==> config.mk <==
export PLATFORM = sky130hd
export DESIGN_NAME = gs_butterfly_half
export DESIGN_NICKNAME = d
export VERILOG_FILES = /design/src/rtl/gs_butterfly_half_pkg.sv /design/src/rtl/barrett_reduce.sv /design/src/rtl/gs_butterfly_half.sv
export SDC_FILE = /design/constraint.sdc
export NUM_CORES = 1
export LEC_CHECK = 0
export CAP_MARGIN = 10
export CORE_MARGIN = 4
export CORE_UTILIZATION = 40
export DETAILED_ROUTE_END_ITERATION = 8
export GPL_ROUTABILITY_DRIVEN = 0
export HOLD_SLACK_MARGIN = 0.05
export SLEW_MARGIN = 20
export SYNTH_ARGS = -nofsm -noshare
export SYNTH_HDL_FRONTEND = slang
export SYNTH_HIERARCHICAL = 1
export SYNTH_SLANG_ARGS = --single-unit
==> constraint.sdc <==
create_clock -name clk -period 9.5 [get_ports clk]
set_clock_uncertainty 0.15 [all_clocks]
set_input_delay 1.9 -clock clk [delete_from_list [all_inputs] [get_ports clk]]
set_output_delay 1.9 -clock clk [all_outputs]
set_load 0.02 [all_outputs]
==> src/rtl/gs_butterfly_half_pkg.sv <==
// Shared NTT constants for q = 3329: modulus, inverse of 2, and the Barrett
// reciprocal/shift pair used by both forward and inverse butterflies.
package gs_butterfly_half_pkg;

    localparam int NTT_Q      = 3329;
    localparam int NTT_HALF_Q = (NTT_Q + 1) / 2;
    localparam int NTT_MU     = 5039;
    localparam int NTT_SHIFT  = 24;

endpackage

==> src/rtl/barrett_reduce.sv <==
// Two-stage Barrett reduction of a 2*data_width-bit product modulo M.
// The stage advances only while en is high; the result register is the output.
module barrett_reduce
    import gs_butterfly_half_pkg::*;
#(
    parameter int data_width = 12,
    parameter int M          = NTT_Q,
    parameter int MU         = NTT_MU,
    parameter int SHIFT      = NTT_SHIFT
) (
    input  logic                    clk,
    input  logic                    rst_n,
    input  logic                    en,
    input  logic [2*data_width-1:0] p,
    output logic [data_width-1:0]   r
);

    localparam int DW = data_width;
    localparam int PW = 2 * data_width;
    localparam int TW = data_width + 1;
    localparam int XW = PW + TW;

    logic [XW-1:0] prod_s;
    logic [TW-1:0] t_s;
    logic [PW-1:0] rem_s;
    logic [DW-1:0] r_s;
    logic [PW-1:0] p_r;
    logic [TW-1:0] t_r;
    logic [DW-1:0] r_r;

    // Quotient estimate; never exceeds floor(p/M), so the remainder is non-negative.
    always_comb begin
        prod_s = XW'(p) * XW'(MU);
        t_s    = TW'(prod_s >> SHIFT);
    end

    // The estimate is off by at most one, leaving the remainder in [0, 2M).
    always_comb begin
        rem_s = p_r - (PW'(t_r) * PW'(M));
        if (rem_s >= PW'(M)) begin
            r_s = DW'(rem_s - PW'(M));
        end else begin
            r_s = DW'(rem_s);
        end
    end

    // Quotient stage followed by the corrected-remainder stage.
    always_ff @(posedge clk or negedge rst_n) begin
        if (!rst_n) begin
            p_r <= '0;
            t_r <= '0;
            r_r <= '0;
        end else if (en) begin
            p_r <= p;
            t_r <= t_s;
            r_r <= r_s;
        end
    end

    assign r = r_r;

endmodule

==> src/rtl/gs_butterfly_half.sv <==
// Inverse-NTT Gentleman-Sande butterfly with the 1/2 scaling folded in:
// u = (a+b)/2, v = ((a-b)/2)*w mod M, as a 4-stage stallable pipeline.
module gs_butterfly_half
    import gs_butterfly_half_pkg::*;
#(
    parameter int data_width = 12,
    parameter int M          = NTT_Q
) (
    input  logic                  clk,
    input  logic                  rst_n,
    input  logic                  in_valid,
    output logic                  in_ready,
    input  logic [data_width-1:0] a,
    input  logic [data_width-1:0] b,
    input  logic [data_width-1:0] w,
    output logic                  out_valid,
    input  logic                  out_ready,
    output logic [data_width-1:0] u,
    output logic [data_width-1:0] v
);

    localparam int DW = data_width;
    localparam int PW = 2 * data_width;
    localparam logic [DW:0]   m_ext_c = (DW + 1)'(M);
    localparam logic [DW-1:0] half_c  = DW'(NTT_HALF_Q);

    function automatic logic [DW-1:0] mod_add(input logic [DW-1:0] x, input logic [DW-1:0] y);
        logic [DW:0] sum_v;
        sum_v = {1'b0, x} + {1'b0, y};
        if (sum_v >= m_ext_c) begin
            sum_v = sum_v - m_ext_c;
        end else begin
            sum_v = sum_v;
        end
        return sum_v[DW-1:0];
    endfunction

    function automatic logic [DW-1:0] mod_sub(input logic [DW-1:0] x, input logic [DW-1:0] y);
        logic [DW:0] diff_v;
        if (x < y) begin
            diff_v = {1'b0, x} + m_ext_c - {1'b0, y};
        end else begin
            diff_v = {1'b0, x} - {1'b0, y};
        end
        return diff_v[DW-1:0];
    endfunction

    // Odd values borrow M so the result stays an exact modular half below M.
    function automatic logic [DW-1:0] mod_half(input logic [DW-1:0] x);
        logic [DW-1:0] res_v;
        if (x[0]) begin
            res_v = (x >> 1) + half_c;
        end else begin
            res_v = x >> 1;
        end
        return res_v;
    endfunction

    logic          adv_s;
    logic [PW-1:0] p_s;
    logic          v1_r;
    logic [DW-1:0] s1_r;
    logic [DW-1:0] d1_r;
    logic [DW-1:0] w1_r;
    logic          v2_r;
    logic [DW-1:0] hu2_r;
    logic [PW-1:0] p2_r;
    logic          v3_r;
    logic [DW-1:0] hu3_r;
    logic          v4_r;
    logic [DW-1:0] u_r;
    logic [DW-1:0] bar_r_s;

    // Whole pipeline moves together; it only freezes when a result is stuck at the output.
    always_comb begin
        adv_s = !v4_r || out_ready;
        p_s   = PW'(mod_half(d1_r)) * PW'(w1_r);
    end

    // Stage registers S1..S4 for the valid bits and the non-Barrett data path.
    always_ff @(posedge clk or negedge rst_n) begin
        if (!rst_n) begin
            v1_r  <= 1'b0;
            s1_r  <= '0;
            d1_r  <= '0;
            w1_r  <= '0;
            v2_r  <= 1'b0;
            hu2_r <= '0;
            p2_r  <= '0;
            v3_r  <= 1'b0;
            hu3_r <= '0;
            v4_r  <= 1'b0;
            u_r   <= '0;
        end else if (adv_s) begin
            v1_r  <= in_valid;
            s1_r  <= mod_add(a, b);
            d1_r  <= mod_sub(a, b);
            w1_r  <= w;
            v2_r  <= v1_r;
            hu2_r <= mod_half(s1_r);
            p2_r  <= p_s;
            v3_r  <= v2_r;
            hu3_r <= hu2_r;
            v4_r  <= v3_r;
            u_r   <= hu3_r;
        end
    end

    barrett_reduce #(
        .data_width (data_width),
        .M          (M),
        .MU         (NTT_MU),
        .SHIFT      (NTT_SHIFT)
    ) u_barrett (
        .clk   (clk),
        .rst_n (rst_n),
        .en    (adv_s),
        .p     (p2_r),
        .r     (bar_r_s)
    );

    assign in_ready  = adv_s;
    assign out_valid = v4_r;
    assign u         = u_r;
    assign v         = bar_r_s;

endmodule

Yosys cells after proc, flatten, opt, wreduce, memory -nomap -nowiden
Cells that the tools add are included.
{"block": "word_totals", "output_inout_bits": 26, "reg_bits": 149}
{"block": "classes", "magnitude_cmp": 3, "n_addsub": 9, "n_reduce_logical": 2, "muxes": 5, "n_mul": 3}
{"cell": "$mux W12", "count": 5}
{"cell": "$mul A24 B13 Y37 const B", "count": 1}
{"cell": "$add A11 B11 Y12 const B", "count": 2}
{"cell": "$ge A24 B12 Y1 const B", "count": 1}
{"cell": "$mul A12 B12 Y24", "count": 1}
{"cell": "$mul A13 B12 Y24 const B", "count": 1}
{"cell": "$sub A12 B12 Y12", "count": 2}
{"cell": "$sub A12 B12 Y12 const B", "count": 2}
{"cell": "$sub A24 B24 Y24", "count": 1}
{"cell": "$add A12 B12 Y13", "count": 1}
{"cell": "$ge A13 B12 Y1 const B", "count": 1}
{"cell": "$add A12 B12 Y12 const B", "count": 1}
{"cell": "$lt A12 B12 Y1", "count": 1}
{"cell": "$logic_not A1 Y1", "count": 1}
{"cell": "$logic_or A1 B1 Y1", "count": 1}

Longest topological paths before layout
{"block": "depth", "word_depth": 4, "ltp_mapped": 25}

By module
Netlist, hierarchy kept.
{"mod": "gs_butterfly_half", "cells_per_inst": 1307, "n_inst": 1, "area_per_inst_um2": 11064.4}
{"mod": "barrett_reduce", "cells_per_inst": 1062, "n_inst": 1, "area_per_inst_um2": 10343.7}

Worst setup path after synthesis
No wires, ideal clock.
{"block": "synth_path", "path_kind": "reg-to-reg", "from": "reg d1_r[3]", "to": "reg p2_r[23]", "arrival_ns": 6.066, "path_stages_with_launch": 26, "synth_period_minus_slack_ns": 6.353, "required_ns": 9.213, "path_buffers": 1, "setup_time_ns": 0.137, "setup_slack_ns": 3.147, "cell_sequence": "dfrtp_1 > and3_1 > and3_1 > and3_1 > nand2b_1 > xnor2_1 > clkbuf_1 > nand2_1 > fa_1 > inv_1 > fa_1 > inv_1 > fa_1 > fa_1 > fa_1 > inv_1 > ha_1 > a21o_1 > nor3_1 > o21ai_0 > a41o_1 > a41oi_1 > nor4bb_1 > nor3_1 > xnor2_1 > a21oi_1"}
{"block": "synth_via", "elab_chain_cells": 3}
{"item": "from (decl)", "line": "gs_butterfly_half.sv:63", "text": "logic [DW-1:0] d1_r;"}
{"item": "from (signal assigned)", "line": "gs_butterfly_half.sv:97", "text": "d1_r <= mod_sub(a, b);"}
{"item": "$add A11 B11 Y12", "line": "gs_butterfly_half.sv:52", "text": "res_v = (x >> 1) + half_c;"}
{"item": "$mux W12 *", "line": "gs_butterfly_half.sv:51", "text": "if (x[0]) begin"}
{"item": "$mul A12 B12 Y24 *", "line": "gs_butterfly_half.sv:77", "text": "p_s = PW'(mod_half(d1_r)) * PW'(w1_r);"}
{"item": "to (signal assigned)", "line": "gs_butterfly_half.sv:101", "text": "p2_r <= p_s;"}
{"item": "to (decl)", "line": "gs_butterfly_half.sv:67", "text": "logic [PW-1:0] p2_r;"}
Every way passes the cells marked *; elsewhere a longest branch is shown, timed or not.
A chain may end at the register's enable or synchronous reset.

Worst setup path after layout
{"block": "layout_path", "from": "reg d1_r[3]", "to": "reg p2_r[21]"}
Same word-level chain as after synthesis.

==> run summary <==
====================================================================================================
Mean instance size in the synthesized netlist .........................................   9.04 sq um
Max stage delay on crit path ..........................................................      0.78 ns
Fin crit share ........................................................................        0.744
Master cell of the clock root buffer ..................................................    clkbuf_16
Post-synthesis share of cell area spent on and, or, nand and nor gates ................        0.144
Floorplan row count ...................................................................           84
Iteration count of the initial detailed-routing pass ..................................            5
CP max-delay cell .....................................................................      xnor2_1
Number of synthesized flops with an enable pin ........................................            0
Commonest non-fill, non-tap cells in the layout ....................................... inv_1, nand2_1, ha_1, fa_1, dfrtp_1
Startpoint-to-endpoint class of the critical path .....................................      reg2reg
Via density per instance ..............................................................         4.96
Finish-stage setup viols ..............................................................            0
Required time worst endpoint ..........................................................      9.66 ns
Top-level I/O count ...................................................................           66
Number of inserted diodes .............................................................            0
Wire length of the first global-routing pass ..........................................     77800 um
Cell Area, Synth ......................................................................  21400 sq um
Buffers from clock root to sink, at most ..............................................            2
Clock period minus worst slack ........................................................      7.07 ns
CP max FO .............................................................................           12
Growth of design area from synthesis to finish ........................................        8.63%
Setup tns final .......................................................................         0 ns
CTS sink cnt ..........................................................................          149
Leading cell type in the layout, fill and taps excluded ...............................        inv_1
Dominant combinational cell family by area after synthesis ............................  adder cells
Dominant register cell in the synthesized netlist .....................................      dfrtp_1
Sequential fraction of the synthesis area .............................................        0.174
Number of design-rule violations left by the first detailed-router iteration ..........          765
CTS-repair resized insts ..............................................................            0
Post-detailed-route DRC marker count ..................................................            0
Hold buffers post-CTS .................................................................            0
Max-slew violation count ..............................................................            0
Via count of the routed design ........................................................        15300
Overflow left after global routing ....................................................            0
Post-CTS setup buffers ................................................................            0
Clock-pin slew reported for the worst setup and hold paths after clock tree synthesis .      0.07 ns
Synthesis Warnings ....................................................................            6
Arrival time worst endpoint ...........................................................      7.23 ns
Worst slew margin .....................................................................        0.232
Number of violations of the max-capacitance limit .....................................            0
Count of different cell masters after synthesis .......................................           88
Outcome ............................................................................... complete, no violations
Via count of the first global-routing pass ............................................        16000
Post-synthesis register bit count .....................................................          149
Most common cell on crit path .........................................................         fa_1
Share of the synthesized area in compound gates (AO/OA/AOI/OAI) .......................       0.0987
All-layer global routing usage ........................................................        0.164
TritonCTS Buffers .....................................................................           17
Slew at the pin closest to its max-slew limit .........................................      1.14 ns
Initial core utilization ..............................................................        0.406
Reg2Reg Setup Slack ...................................................................      2.43 ns
Async set-reset flop share out of synthesis ...........................................         1.00
Endpoints failing hold ................................................................            0
Total length of routed wires ..........................................................     44800 um
Average wire per standard cell ........................................................      14.5 um
Parity-gate share of the synthesized area counting xor and xnor cells .................       0.0413
Area of the core ......................................................................  52800 sq um
Tightest Hold Check Type ..............................................................      reg2reg
Maximum number of pins on one net before global-route repair ..........................          107
Area of the die .......................................................................  57300 sq um
Max Freq ..............................................................................      141 MHz
Count of mapped cells out of synthesis ................................................         2369
Setup repair after global routing missed its margin ...................................           no
Number of nets still failing antenna checks after routing .............................            0
Die Y .................................................................................       239 um
Initial antenna violation count .......................................................            0
NumNets Final .........................................................................         3000
Startpoint type of the worst setup path ...............................................         flop
Sort of element at the end of the critical path .......................................         flop
Ordered list of cells on the worst path ............................................... and3_1 -> and3_1 -> and3_1 -> o21ai_0 -> nand2_1 -> xnor2_1 -> nand2_1 -> fa_1 -> fa_1 -> inv_1 -> fa_1 -> fa_1 -> inv_1 -> fa_1 -> inv_1 -> ha_1 -> a21o_1 -> a41o_1 -> a41oi_1 -> a311oi_1 -> a21oi_1 -> xor2_1 -> o21ai_0
Multiplexer fraction of the synthesized cell area .....................................       0.0140
Post-Synth Adder-Cell Area ............................................................        0.429
CP delay by family, top ...............................................................  adder cells
Port buffer count .....................................................................           65
Syn_nets ..............................................................................         2983
Worst path buffer plus inverter count .................................................            3
Number of levels in the clock H-tree ..................................................            4
Post-DP HPWL ..........................................................................     36700 um
Share of layout cells above drive strength 1 ..........................................       0.0400
TritonCTS clock tree ..................................................................          yes
Source-to-sink clock delay at the later pin of the worst-skew pair ....................      0.47 ns
Die X-Extent ..........................................................................       239 um
====================================================================================================
==> per-layer routing <==
| metal | track usage | part of all wire | up-vias |
|---|---|---|---|
| li1 | - | - | 7577 |
| met1 | 0.212 | 0.45 | 7467 |
| met2 | 0.294 | 0.51 | 212 |
| met3 | 0.0228 | 0.025 | 46 |
| met4 | 0.0375 | 0.014 | 0 |
| met5 | 0 | 0 | - |
==> synthesized netlist by cell type (all sizes together), types with 5 or more instances <==
library cell	count	area (sq um)
mux2	15	169
nand4	17	106
clkbuf	60	226
or3	18	123
nor2	96	370
nand3	27	140
ha	308	3850
fa	266	5330
nand3b	6	45.0
and2	62	388
nor3	23	125
buf	18	146
o21ai	99	499
nand2b	18	120
dfrtp	149	3730
a31oi	25	156
xnor2	67	594
a211oi	13	128
o31ai	9	82.6
xor2	33	289
nor2b	20	133
nor3b	7	52.6
o21a	10	75.1
mux2i	13	130
o21bai	9	67.6
inv	464	1740
o211ai	8	60.1
o22ai	7	43.8
nand2	324	1220
a21o	27	203
a21oi	77	400
and3	13	86.3
nor4	5	52.6
==> kinds of logic after synthesis <==
group           Yosys count
compound gates          325
xor+xnor                100
flops                   149
simple gates            651
mux                      28
fa+ha+maj               574
buf+inv                 542
==> worst paths after layout <==
check / from / to / cells after the start
worst max-delay path: d1_r[3]$_DFFE_PN0P_ / p2_r[21]$_DFFE_PN0P_ / 23
worst min-delay path: v3_r$_DFFE_PN0P_ / out_valid$_DFFE_PN0P_ / 1
worst max register to register: d1_r[3]$_DFFE_PN0P_ / p2_r[21]$_DFFE_PN0P_ / 23
worst min register to register: v3_r$_DFFE_PN0P_ / out_valid$_DFFE_PN0P_ / 1
max in group asynchronous: rst_n / p2_r[1]$_DFFE_PN0P_ / 2
min in group asynchronous: rst_n / u_barrett/r[8]$_DFFE_PN0P_ / 1
==> registers in the layout, summed over array words and instances (netlist names) <==
name and count:
v3_r 1, u_barrett/t_r 13, v1_r 1, d1_r 12
v2_r 1, hu3_r 12, u_barrett/p_r 24, u_barrett/r 12
hu2_r 12, out_valid 1, w1_r 12, s1_r 12
u 12, p2_r 24
==> cell type report <==
type	instances	area, sq um
multi-input cells	1678	15600
well taps	688	861
repair buffers	76	734
fillers	5241	29500
inverters	464	1750
clock buffers	18	429
clock inverters	14	176
flip-flops and latches	149	3730
==> per-stage QoR <==
| step | hold WS, ns | area, sq um | worst slack, ns | instances | utilization |
|---|---|---|---|---|---|
| final | 0.319 | 23300 | 2.43 | 3087 | 0.441 |
| after global routing | 0.346 | 23300 | 1.96 | 3087 | 0.441 |
| after CTS | 0.325 | 23200 | 2.44 | 3087 | 0.441 |
| after detailed placement | 0.308 | 22600 | 2.46 | 3055 | 0.429 |
| after global placement | 0.293 | 22600 | 2.63 | 3055 | 0.429 |
| after floorplan | 0.280 | 21400 | 3.15 | 2369 | - |
Power is not shown: default switching activity piles up to over one toggle a cycle in this logic, so the estimate is an artifact.
